===== config.mk =====
export PLATFORM = sky130hd
export DESIGN_NAME = drum_step_sequencer
export DESIGN_NICKNAME = d
export VERILOG_FILES = /design/src/rtl/drum_step_sequencer.sv
export SDC_FILE = /design/constraint.sdc
export NUM_CORES = 1
export LEC_CHECK = 0
export BUFFER_PORTS_ARGS = -buffer_cell sky130_fd_sc_hd__buf_2
export CAP_MARGIN = 5
export CORE_ASPECT_RATIO = 0.6
export CORE_MARGIN = 2
export CORE_UTILIZATION = 61
export DETAILED_ROUTE_END_ITERATION = 7
export PLACE_DENSITY_LB_ADDON = 0.3
export SETUP_SLACK_MARGIN = 0.1
export SKIP_CTS_REPAIR_TIMING = 1
export SLEW_MARGIN = 20
export SYNTH_ARGS = -nofsm -noshare
export SYNTH_HDL_FRONTEND = slang
export SYNTH_SLANG_ARGS = --single-unit
export TNS_END_PERCENT = 50

===== constraint.sdc =====
create_clock -name clk -period 10.2 [get_ports clk]
set_clock_uncertainty 0.2 [all_clocks]
set_input_delay 0 -clock clk [delete_from_list [all_inputs] [get_ports clk]]
set_output_delay 0 -clock clk [all_outputs]
set_load 0.01 [all_outputs]

===== src/rtl/drum_step_sequencer.sv =====
// Drum step sequencer: 16x4 pattern, tick-based tempo, live pads, quantized record, idle edit.
// Optional macro SWING_EN delays odd steps by min(swing, len_q-1) ticks.
module drum_step_sequencer #(
  parameter int STEPS  = 16,
  parameter int TRACKS = 4,
  parameter int LEN_W  = 12
) (
  input  logic                       clk,
  input  logic                       rst,
  input  logic                       tick,
  input  logic                       play,
  input  logic                       stop,
  input  logic                       rec_en,
  input  logic [TRACKS-1:0]          pad,
  input  logic                       advance,
  input  logic                       clear,
  input  logic [LEN_W-1:0]           step_len,
  input  logic [3:0]                 swing,
  output logic [TRACKS-1:0]          trig,
  output logic [$clog2(STEPS)-1:0]   step_idx,
  output logic                       running,
  output logic                       beat
);

  localparam int IDX_W = $clog2(STEPS);
  localparam logic [LEN_W-1:0] LEN_ONE = LEN_W'(1);
  localparam logic [IDX_W-1:0] IDX_ONE = IDX_W'(1);

  typedef enum logic [1:0] {IDLE, ARM, RUN} state_t;

  state_t state, state_nxt;

  logic [TRACKS-1:0] pattern [STEPS];
  logic [TRACKS-1:0] pat_nxt [STEPS];
  logic [LEN_W-1:0]  tcnt;
  logic [LEN_W-1:0]  len_q;
  logic [LEN_W-1:0]  len_eff;
  logic              halt;
  logic              run_tick;
  logic              boundary;
  logic              arm_fire;
  logic              fire_now;
  logic [IDX_W-1:0]  idx_inc;
  logic [IDX_W-1:0]  fire_idx;
  logic              rec_on;
  logic              in_window;
  logic [TRACKS-1:0] live;

  assign len_eff   = (step_len == '0) ? LEN_ONE : step_len;
  assign halt      = stop && (state != IDLE);
  assign run_tick  = (state == RUN) && tick && !stop;
  assign boundary  = run_tick && (tcnt == len_q - LEN_ONE);
  assign arm_fire  = (state == ARM) && tick && !stop;
  assign idx_inc   = step_idx + IDX_ONE;
  assign fire_idx  = boundary ? idx_inc : step_idx;

  // Pads in the second half of a step are pushed to the next step and stay silent now.
  assign rec_on    = (state == RUN) && rec_en;
  assign in_window = tcnt < (len_q >> 1);
  assign live      = (rec_on && !in_window) ? '0 : pad;

  always_ff @(posedge clk) begin
    if (rst) state <= IDLE;
    else     state <= state_nxt;
  end

  always_comb begin
    state_nxt = state;
    case (state)
      IDLE:    if (play && !stop) state_nxt = ARM;
      ARM:     if (stop) state_nxt = IDLE;
               else if (tick) state_nxt = RUN;
      RUN:     if (stop) state_nxt = IDLE;
      default: state_nxt = IDLE;
    endcase
  end

  always_comb begin
    pat_nxt = pattern;
    if (clear) begin
      pat_nxt = '{default: '0};
    end else if (state == IDLE) begin
      pat_nxt[step_idx] = pattern[step_idx] ^ pad;
    end else if (rec_on) begin
      if (in_window) pat_nxt[step_idx] = pattern[step_idx] | pad;
      else           pat_nxt[idx_inc]  = pattern[idx_inc] | pad;
    end
  end

`ifdef SWING_EN
  logic [3:0]       pend_cnt;
  logic [3:0]       pend_nxt;
  logic [3:0]       dly;
  logic [LEN_W-1:0] len_m1;

  assign len_m1 = len_eff - LEN_ONE;
  assign dly    = (len_m1 < LEN_W'(swing)) ? len_m1[3:0] : swing;

  // A swung odd step parks its fire in pend_cnt and counts down on run ticks.
  always_comb begin
    fire_now = 1'b0;
    pend_nxt = pend_cnt;
    if (halt) begin
      pend_nxt = '0;
    end else if ((arm_fire || boundary) && fire_idx[0] && (dly != '0)) begin
      pend_nxt = dly;
    end else if (arm_fire || boundary) begin
      fire_now = 1'b1;
    end else if (run_tick && (pend_cnt != '0)) begin
      pend_nxt = pend_cnt - 4'd1;
      fire_now = (pend_cnt == 4'd1);
    end
  end

  always_ff @(posedge clk) begin
    if (rst) pend_cnt <= '0;
    else     pend_cnt <= pend_nxt;
  end
`else
  logic unused_swing;
  assign unused_swing = ^swing;
  assign fire_now     = arm_fire || boundary;
`endif

  always_ff @(posedge clk) begin
    if (rst) begin
      pattern  <= '{default: '0};
      tcnt     <= '0;
      len_q    <= LEN_ONE;
      step_idx <= '0;
      trig     <= '0;
      beat     <= 1'b0;
      running  <= 1'b0;
    end else begin
      pattern <= pat_nxt;
      trig    <= (fire_now ? pat_nxt[fire_idx] : '0) | live;
      beat    <= fire_now && (fire_idx == '0);
      running <= (state_nxt == RUN);
      if (halt) begin
        tcnt     <= '0;
        step_idx <= '0;
      end else if (arm_fire) begin
        tcnt  <= '0;
        len_q <= len_eff;
      end else if (boundary) begin
        tcnt     <= '0;
        step_idx <= idx_inc;
        len_q    <= len_eff;
      end else if (run_tick) begin
        tcnt <= tcnt + LEN_ONE;
      end else if ((state == IDLE) && advance) begin
        step_idx <= idx_inc;
      end
    end
  end

endmodule


==> impl_metrics.csv <==
group,metric,value,unit
clock_tree,clk_latency,0.37,ns
clock_tree,cts_tree,"built",
logic_synthesis,synth-edff-count,0,
floorplanning,die_h,102,um
detailed_routing,drt_iter0_drc,2536,
logic_synthesis,synthesis.area,9670,um2
global_routing,grt_pass1_wl,61.3,mm
power,p_per_area,112,nW/um2
detailed_routing,drc,58,
critical_path,worst_setup_path_start_kind,"register",
detailed_routing,wl,41.9,mm
layout,drive_above_1_share,11.8,%
sta,rsz0062_at_grt,"false",
sta,tns,0,ns
clock_tree,clk_pin_slew,0.08,ns
logic_synthesis,avgSynthCellArea,7.53,um2
floorplanning,ios,38,
logic_synthesis,synth.most_common_cell,"nor2_1",
logic_synthesis,ys_async_sr_fraction,0,%
critical_path,crit_type,"reg2reg",
global_routing,grt_max_degree,58,
floorplanning,core-area,15400,um2
logic_synthesis,synth_commonest_cells,"nor2_1, a21oi_1, nand2_1",
power,p_leak,3.64,nW
floorplanning,fp.dieW,167,um
logic_synthesis,yosysTopAreaCellShare,20.7,%
detailed_routing,vias_per_cell,7.77,
global_routing,grt_antenna_before_repair,0,
hold_path,hold_start,"rec_en",
sta,final.setup.worst_slack,4.30,ns
placement,gp_congestion,1.05,
global_routing,gr-usage-all-layers,48.0,%
critical_path,crit_path_start,"step_idx[0]",
hold_path,hold_path.class,"in2reg",
sta,drv_slew,0,
logic_synthesis,ys_ff_latch,100,
logic_synthesis,synthFlopType,"dfxtp_1",
logic_synthesis,yosys-top-cells-area,"dfxtp_1, mux4_2, a21oi_1, nor2_1, o21ai_0",
power,peakVddDrop,0.0855,mV
detailed_routing,firstDrtPassIters,8,
hold_path,hold_depth,5,
logic_synthesis,yosysSeqAreaShare,20.7,%
clock_tree,cts_root_buffer,"clkbuf_16",
clock_tree,cts_max_path_buffers,2,
outcome,status,"complete, but fails checks",
sta,hold_violations,0,
placement,post-place-ws,4.68,ns
logic_synthesis,ys.warnings.count,0,
sta,setup_violations,0,
logic_synthesis,synth.largest_area_cell,"dfxtp_1",
layout,fillCellCount,1373,
placement,portBuffers,33,
layout,insertedDiodeCount,0,
power,power,1.16,mW
critical_path,r2r_start,"step_idx[0]",
critical_path,critPathRequiredTime,10.26,ns
global_routing,grt-ovfl-total,0,
critical_path,path_max_fanout,42,
clock_tree,numCtsBuffers,9,
sta,tightest_slew,1.10,ns
logic_synthesis,synth.distinct_cells,91,
critical_path,worstRegToRegCells,13,
floorplanning,fp.dieArea,16900,um2
placement,dp_hpwl,28.3,mm
layout,nets,1318,
floorplanning,start_util,62.7,%
detailed_routing,ant_nets,0,
global_routing,grt_pass1_vias,9777,
sta,min_period,5.90,ns
detailed_routing,vias,11500,
clock_tree,cts_sinks,100,
critical_path,cp.arrival,5.95,ns
critical_path,endpoint_kind,"register",
clock_tree,h-tree-depth,3,
layout,area_growth,7.12,%
sta,max_freq,170,MHz
logic_synthesis,syn_inst,1284,
flow_run,maxCapViolations,0,
sta,slew_headroom,26.9,%
logic_synthesis,syn_nets,1333,
outcome,violations,"design-rule violations",
floorplanning,rows,35,
sta,min_period_over_period,57.8,%
detailed_routing,wl_per_cell,28.4,um
[worst max-delay path, stage by stage (launching register included)]
cell and delay, ns:
dfxtp_2 0.32, buf_4 0.56, inv_1 0.50, ha_1 0.63
buf_4 0.44, mux4_2 0.61, a31oi_1 0.65, nor2b_1 0.59
a211oi_1 0.16, o221ai_1 0.28, mux2_1 0.27, o221ai_2 0.21
a21oi_1 0.23, nor4_1 0.08
[area by class of cell]
| type | instances | area (um2) | share of cell area, % |
|---|---|---|---|
| clock buffer | 9 | 225 | 2.17 |
| clock inverter | 7 | 81.3 | 0.785 |
| timing repair buffer | 85 | 608 | 5.87 |
| inverter | 35 | 131 | 1.27 |
| tap | 203 | 254 | 2.45 |
| sequential | 100 | 2000 | 19.3 |
| multi-input combinational | 1038 | 7050 | 68.1 |
[through the flow]
step           util [%]  hold slack, ns  instances  cell area [um2]
2_1_floorplan         -          -0.121       1284             9670
3_3_place_gp       63.8          0.0457       1440             9840
6_report           67.2           0.175       1477            10400
3_5_place_dp       63.8          0.0563       1440             9840
4_1_cts            65.8          -0.325       1456            10100
5_1_grt            67.2           0.209       1477            10400
[sequential cells by signal, indices dropped and copies added (netlist names)]
name      count
len_q        12
tcnt         12
beat          1
state         2
running       1
trig          4
pattern      64
step_idx      4
[cell usage in the layout, fill, tap and decap left out, types with 7 or more instances in the layout]
| cell | n |
|---|---|
| nor2_1 | 146 |
| a21oi_1 | 128 |
| nand2_1 | 107 |
| dfxtp_1 | 99 |
| o21ai_0 | 83 |
| mux2i_1 | 37 |
| inv_1 | 35 |
| nor3_1 | 35 |
| mux4_2 | 34 |
| buf_2 | 33 |
| o211ai_1 | 31 |
| buf_4 | 31 |
| a31oi_1 | 27 |
| a211oi_1 | 25 |
| nor2b_1 | 25 |
| nand3_1 | 24 |
| ha_1 | 21 |
| dlygate4sd3_1 | 21 |
| and3_1 | 19 |
| xnor2_1 | 18 |
| a221oi_1 | 18 |
| o21ai_1 | 15 |
| and2_1 | 13 |
| o31ai_1 | 13 |
| xor2_1 | 13 |
| o221ai_1 | 11 |
| a21o_1 | 9 |
| nand4_1 | 9 |
| clkbuf_16 | 9 |
| a211o_1 | 8 |
| nand2b_1 | 7 |
| nor4_1 | 7 |
| a311oi_1 | 7 |
| or3_1 | 7 |
[cells by family after synthesis]
logic type | share of synthesized area, %
compound gates | 31.9
xor+xnor | 3.43
fa+ha+maj | 2.72
buf+inv | 6.50
flops | 20.7
mux | 12.5
simple gates | 22.2
[path summary, 6_finish.rpt]
path                            slack [ns]    endpoint
worst max-delay path                  4.30     trig[1]
worst min-delay path                  0.18  pattern[3]
worst max register to register        4.30     trig[1]
worst min register to register        0.41    len_q[9]
[report_power, final]
part,switching (mW),internal [mW],total (mW)
clock,0.183,0.195,0.378
combinational,0.253,0.114,0.367
sequential,0.0135,0.401,0.415
total,0.449,0.710,1.16
[layer usage]
metal	track usage (%)	vias to the layer above	part of all wire (%)
met5	0.815	-	0
met4	18.9	0	4.8
met3	25.5	237	21
met2	60.3	1241	35
met1	67.4	5187	38
li1	-	4807	-
Power figures use the tool's default switching activity.
